--- src/rtl/timer_dev.sv ---
// timer_dev: memory-mapped countdown timer (one-shot / auto-reload) with a level interrupt.
// Optional macro TIMER_STATUS_EN exposes irq_flag (bit4) and FSM state (bits[6:5]) on CTRL reads.
module timer_dev #(
  parameter logic [31:0] RESET_PRESET = 32'h0000_0000
) (
  input  logic        clk,
  input  logic        reset,
  input  logic [31:0] Addr,
  input  logic        WE,
  input  logic [31:0] WD,
  output logic [31:0] RD,
  output logic        IRQ
);

  typedef enum logic [1:0] {
    ST_IDLE = 2'd0,
    ST_LOAD = 2'd1,
    ST_CNT  = 2'd2,
    ST_INT  = 2'd3
  } state_e;

  localparam logic [1:0] OFF_CTRL   = 2'd0;
  localparam logic [1:0] OFF_PRESET = 2'd1;
  localparam logic [1:0] OFF_COUNT  = 2'd2;

  state_e      state_q, state_d;
  logic        en_q, en_d;
  logic [1:0]  mode_q, mode_d;
  logic        im_q, im_d;
  logic [31:0] preset_q, preset_d;
  logic [31:0] count_q, count_d;
  logic        flag_q, flag_d;

  logic        flag_set_s;
  logic        flag_clr_s;
  logic        en_clr_s;
  logic        ctrl_wr_s;
  logic        preset_wr_s;
  logic        auto_s;
  logic [31:0] ctrl_rd_s;
  logic        unused_addr_s;

  assign ctrl_wr_s     = WE & (Addr[3:2] == OFF_CTRL);
  assign preset_wr_s   = WE & (Addr[3:2] == OFF_PRESET);
  assign auto_s        = (mode_q == 2'b01);
  assign unused_addr_s = ^{Addr[31:4], Addr[1:0]};

  // Countdown FSM: next state, next count and flag/enable side effects
  always_comb begin
    state_d    = state_q;
    count_d    = count_q;
    flag_set_s = 1'b0;
    flag_clr_s = 1'b0;
    en_clr_s   = 1'b0;
    case (state_q)
      ST_IDLE: begin
        if (en_q) begin
          state_d = ST_LOAD;
        end else begin
          state_d = ST_IDLE;
        end
      end
      ST_LOAD: begin
        count_d = preset_q;
        state_d = ST_CNT;
      end
      ST_CNT: begin
        if (!en_q) begin
          state_d = ST_IDLE;
        end else if (count_q > 32'd1) begin
          count_d = count_q - 32'd1;
        end else begin
          // COUNT of 1 or 0 both expire here, so COUNT never wraps
          count_d    = 32'd0;
          flag_set_s = 1'b1;
          state_d    = ST_INT;
        end
      end
      ST_INT: begin
        if (auto_s) begin
          flag_clr_s = 1'b1;
          state_d    = ST_LOAD;
        end else begin
          en_clr_s = 1'b1;
          state_d  = ST_IDLE;
        end
      end
      default: begin
        state_d = ST_IDLE;
      end
    endcase
  end

  // Register-file next state: a CTRL write overrides every FSM side effect on the same edge
  always_comb begin
    en_d     = en_q;
    mode_d   = mode_q;
    im_d     = im_q;
    flag_d   = flag_q;
    preset_d = preset_q;
    if (ctrl_wr_s) begin
      en_d   = WD[0];
      mode_d = WD[2:1];
      im_d   = WD[3];
      flag_d = 1'b0;
    end else begin
      en_d   = en_q & ~en_clr_s;
      flag_d = (flag_q | flag_set_s) & ~flag_clr_s;
    end
    if (preset_wr_s) begin
      preset_d = WD;
    end else begin
      preset_d = preset_q;
    end
  end

  // State and register update with synchronous reset
  always_ff @(posedge clk) begin
    if (reset) begin
      state_q  <= ST_IDLE;
      en_q     <= 1'b0;
      mode_q   <= 2'b00;
      im_q     <= 1'b0;
      preset_q <= RESET_PRESET;
      count_q  <= 32'd0;
      flag_q   <= 1'b0;
    end else begin
      state_q  <= state_d;
      en_q     <= en_d;
      mode_q   <= mode_d;
      im_q     <= im_d;
      preset_q <= preset_d;
      count_q  <= count_d;
      flag_q   <= flag_d;
    end
  end

  // CTRL read view, optionally with raw flag and state
  always_comb begin
    ctrl_rd_s      = 32'd0;
    ctrl_rd_s[3:0] = {im_q, mode_q, en_q};
`ifdef TIMER_STATUS_EN
    ctrl_rd_s[4]   = flag_q;
    ctrl_rd_s[6:5] = state_q;
`endif
  end

  // Combinational read mux on Addr[3:2]
  always_comb begin
    RD = 32'd0;
    case (Addr[3:2])
      OFF_CTRL:   RD = ctrl_rd_s;
      OFF_PRESET: RD = preset_q;
      OFF_COUNT:  RD = count_q;
      default:    RD = 32'd0;
    endcase
  end

  assign IRQ = im_q & flag_q;

endmodule

--- config.mk ---
export PLATFORM = sky130hd
export DESIGN_NAME = timer_dev
export DESIGN_NICKNAME = d
export VERILOG_FILES = /design/src/rtl/timer_dev.sv
export SDC_FILE = /design/constraint.sdc
export NUM_CORES = 1
export LEC_CHECK = 0
export BUFFER_PORTS_ARGS = -buffer_cell sky130_fd_sc_hd__buf_2
export CAP_MARGIN = 5
export CORE_ASPECT_RATIO = 1.4
export CORE_UTILIZATION = 54
export DETAILED_ROUTE_END_ITERATION = 10
export HOLD_SLACK_MARGIN = 0.03
export PLACE_DENSITY = 0.83
export SETUP_SLACK_MARGIN = 0.2
export SYNTH_ARGS = -nofsm -noshare
export SYNTH_HDL_FRONTEND = slang
export SYNTH_SLANG_ARGS = --single-unit
--- constraint.sdc ---
create_clock -name clk -period 2.1 [get_ports clk]
set_clock_uncertainty 0.05 [all_clocks]
set_input_delay 0.21 -clock clk [delete_from_list [all_inputs] [get_ports clk]]
set_output_delay 0.21 -clock clk [all_outputs]
set_load 0.01 [all_outputs]
[Word level (Yosys, flattened, before mapping)]
Index checks and enable logic that the tools add are counted.
Word-level totals
  flip-flop bits (word level): 71
  bits in latches: 0
  RAM bits: 0
  memory bits (read-only): 0
  input port bits: 67
  output and inout bits: 33
  logic and storage cells: 47
  memories: 0
Operators by class
  $add $sub $neg: 1
  multipliers: 0
  divide/modulo/power cells: 0
  order comparisons: 1
  equality and inequality tests: 8
  shifts and indexed selects: 0
  muxes and demuxes: 17
  bitwise logic cells: 8
  reductions and logical operators: 5
Operator list (number)
  $pmux W32 S3: 1
  $mux W32: 2
  $pmux W32 S2: 1
  $gt A32 B1 Y1 const B: 1
  $sub A32 B1 Y32 const B: 1
  $mux W1: 10
  $pmux W2 S4: 1
  $eq A2 B1 Y1 const B: 3
  $eq A2 B2 Y1 const B: 3
  $and A1 B1 Y1: 5
  $logic_not A2 Y1: 2
  $mux W2: 2
  $ne A3 B3 Y1 const B: 1
  $ne A2 B2 Y1 const B: 1
  $not A1 Y1: 2
  $reduce_and A2 Y1: 1
  $reduce_bool A2 Y1: 1
  $reduce_or A2 Y1: 1
  $or A1 B1 Y1: 1

[Logic depth before layout (Yosys ltp)]
  word-level depth: 6
  depth in mapped cells: 8
  depth with buffers taken out: 7

[Worst setup path after synthesis]
Ideal clock, no wire load.
  kind: register to register
  from: register count_q[12]
  to: register count_q[0]
  setup time: 128 ps
  arrival: 1785 ps
  data required time: 1922 ps
  slack: 138 ps
  stages on the path, launching flop included: 8
  path buffers: 2
  period minus slack after synthesis: 1962 ps
  cell sequence: dfxtp_1 -> buf_6 -> or4_4 -> nor3_4 -> nand4_4 -> buf_6 -> a41oi_2 -> nor2_1
Between the ends
  longest elaborated chain between the ends: 4
Ends and longest elaborated chain
  start: declaration: RTL line 31  | logic [31:0] count_q, count_d;
  start signal: assignment: RTL line 133  | count_q <= count_d;
  $gt A32 B1 Y1: RTL line 70  | end else if (count_q > 32'd1) begin
  $mux W32: RTL line 70
  $mux W32: RTL line 68  | if (!en_q) begin
  $pmux W32 S2: RTL line 55  | case (state_q)
No other way between the ends. The select of a mux whose other input is x is not followed.
A chain may end at the register's enable or synchronous reset.

[Worst setup path after layout]
  from: register count_q[19]
  to: register count_q[28]
Between the ends
  longest elaborated chain between the ends: 4
  elaborated cells between the ends (all ways): 5
  classes of those cells: add/sub: 1; order compare: 1; mux: 3
Ends and longest elaborated chain (RTL line)
  $sub A32 B1 Y32 or $gt A32 B1 Y1 (tied branches): 71, 70
  $mux W32 *: 70
  $mux W32 *: 68
  $pmux W32 S2 *: 55
Every way passes the cells marked *; elsewhere a longest branch is shown, timed or not. The select of a mux whose other input is x is not followed.

==> out/qor.txt <==
share of synthesized flip-flops with an asynchronous set or reset: 0
# clock sinks: 71
DR WL/cell: 18.6 um
Post-Syn Area: 0.00428 sq mm
met2 Track Usage GR: 0.565
CP endpoint kind: register
largest net degree at the start of global routing: 42
Rel. slew slack: 0.597
final hold slack: 40.1 ps
Net Count, Synth: 632
Remaining DRCs: 0
M1 GR Usage: 0.419
Critical Path Fanout Max: 5
Seq. cell area: 0.00143 sq mm
FF-to-FF path depth: 5
fin crit share: 0.953
fin crit period: 2000 ps
layout cell share with drive strength beyond 1: 0.304
Clock Latency Late Sink: 360 ps
setup TNS: 0 ps
Max Buffers Root-to-Sink: 2
placed insts: 738
Final Max Slew Viols: 0
gr usage total: 0.345
final antenna diode count: 0
Core ar.: 0.00770 sq mm
final hold violation count: 0
Seq cells post-synth: 71
area of the multi-input gates: 0.00279 sq mm
Initial Util: 0.555
via density per instance: 6.53
Pre-Repair DR Iteration Count: 6
Die Wd: 77.2 um
Die Height: 107 um
die area: 0.00828 sq mm
VDD IR max: 0.543 mV
Syn Area/Cell: 7.60 sq um
Critical Path AT: 2190 ps
drt initial violations: 604
crit path kind: reg -> reg
Worst Tran Pin Value: 604 ps
H-tree depth: 3
count of final setup violators: 0
dpl hpwl: 9.85 mm
Worst Hold Class: in -> reg
ys flop type: dfxtp_1
Netlist cell types: 58
Routed WL: 14.3 mm
cells after synthesis: 563
Pleak: 2.28 nW
Fmax: 0.500 GHz
Post-synth EDFFs: 0
share of the synthesized area in the top cell type: 0.332
Area contributors post-synth: dfxtp_1, nand2_1, a21oi_1
antenna-violating nets left: 0
CTS Root Cell: clkbuf_8
Num CTS Buffers: 9
CTS tree: yes
Critical Path RT: 2290 ps
max_cap viols: 0
Vias: 4998
Area Overhead vs Synth: 27.7%
fin cells: 765
fin util: 0.709
Yosys top cell by area: dfxtp_1
vias in the first global route: 4555
initial antenna violation count: 0
GR Util met3: 0.0627
Top Ports: 100
clock-pin slew of the registers on the worst-case setup and hold paths: 80 ps
global-route wire length before repair: 22.3 mm
RSZ-0062 raised after global routing: yes
# port buffers: 69
gp weighted congestion: 0.899
FILL cells: 627
hold depth: 3
register area share after synthesis: 0.332
Startpoint Class: register
pwr/cell area: 612 mW/mm^2
status: completed
total global routing overflow: 0
yosys warns: 0
Final #Nets: 729
most congested layer reported by global routing: met2
Rows: 38
timing repair:
action,4_1_cts,5_1_grt
setup endpoints to repair,24,32
gates resized for setup,17,26
hold endpoints to repair,1,2
pin swaps,9,6
hold buffers,1,2
cloned,0,0
setup buffers,2,6
sequential cells by signal, indices dropped and copies added (netlist names):
register	flops
im_q	1
mode_q	2
flag_q	1
preset_q	32
count_q	32
state_q	2
en_q	1
synth_stat cells, types with 11 or more instances:
library cell  instances
clkbuf_1             37
nor4_1               13
nand3_1              25
nor3_1               11
nor2_1               36
a21oi_1              60
a22o_1               28
o21ai_0              47
a211oi_1             12
nand4_1              11
mux2i_1              12
nand2_1              89
dfxtp_1              71
placed cells by master (no fill, tap or decap), types with 3 or more instances in the layout:
master / count
nand2_1: 89
buf_2: 69
dfxtp_1: 65
a21oi_1: 60
buf_4: 59
o21ai_0: 44
nor2_1: 34
a22o_1: 28
nand3_1: 25
mux2i_1: 12
nor4_1: 11
nand4_1: 11
clkbuf_8: 10
a211oi_1: 9
nor3_1: 6
o21a_1: 6
dfxtp_2: 6
or4_4: 5
nor4_2: 5
o31a_1: 5
a221oi_1: 5
o211ai_1: 5
o2111ai_1: 4
nor2b_1: 4
nor3_2: 4
nor4_4: 4
buf_12: 4
nand2b_1: 3
nand3b_1: 3
nor3_4: 3
a31oi_1: 3
a211oi_2: 3
clkinv_2: 3
dlygate4sd3_1: 3
power by group:
group	internal (mW)	total (mW)	switching, mW
Clock	0.576	1.10	0.527
Combinational	0.338	0.813	0.475
Sequential	1.38	1.43	0.0446
Total	2.30	3.34	1.05
layout make-up:
| type | count | share of cell area |
|---|---|---|
| clock buffer | 12 | 0.0266 |
| clock inverter | 4 | 0.00825 |
| inverter | 4 | 0.00275 |
| multi-input combinational | 438 | 0.511 |
| sequential | 71 | 0.262 |
| tap | 100 | 0.0229 |
| timing repair buffer | 136 | 0.167 |
cells by family after synthesis:
group | after synthesis | share of synthesized area
DFF | 71 | 0.332
muxes | 12 | 0.0281
xor gates and xnor gates | 2 | 0.00410
buffers and inverters | 54 | 0.0568
adders and majority gates | 2 | 0.00585
AOI/OAI and AO/OA | 194 | 0.295
and+or+nand+nor | 228 | 0.278
routing by layer:
metal | part of all wire | wire length, um | vias up
met5 | 0 | 0 | -
met4 | 0.040 | 566 | 0
met3 | 0.095 | 1350 | 71
met2 | 0.48 | 6890 | 338
met1 | 0.38 | 5440 | 2314
li1 | - | - | 2275
path summary, 6_finish.rpt:
path,start,endpoint,slack [ps]
max,count_q[19]$_SDFFE_PP0P_,count_q[28]$_SDFFE_PP0P_,100
min,WD[5],preset_q[5]$_SDFFE_PP0P_,40
max reg2reg,count_q[19]$_SDFFE_PP0P_,count_q[28]$_SDFFE_PP0P_,100
min reg2reg,preset_q[6]$_SDFFE_PP0P_,preset_q[6]$_SDFFE_PP0P_,430
metrics by stage:
| step | setup slack [ps] | power, mW | cell area, sq um |
|---|---|---|---|
| finish | 98.9 | 3.34 | 5460 |
| global route | 70.7 | 3.45 | 5460 |
| CTS | 145 | 3.25 | 5290 |
| detailed placement | 56.5 | 2.15 | 4990 |
| global placement | 83.8 | 2.13 | 4990 |
| floorplan | 202 | 1.90 | 4300 |
worst max-delay path, stage by stage (launching register included):
cell and delay (ps):
dfxtp_2 330, or4_4 600, or3_4 390, nor4_4 250
xnor2_1 180, o22ai_2 80
(Power assumes the default switching activity.)
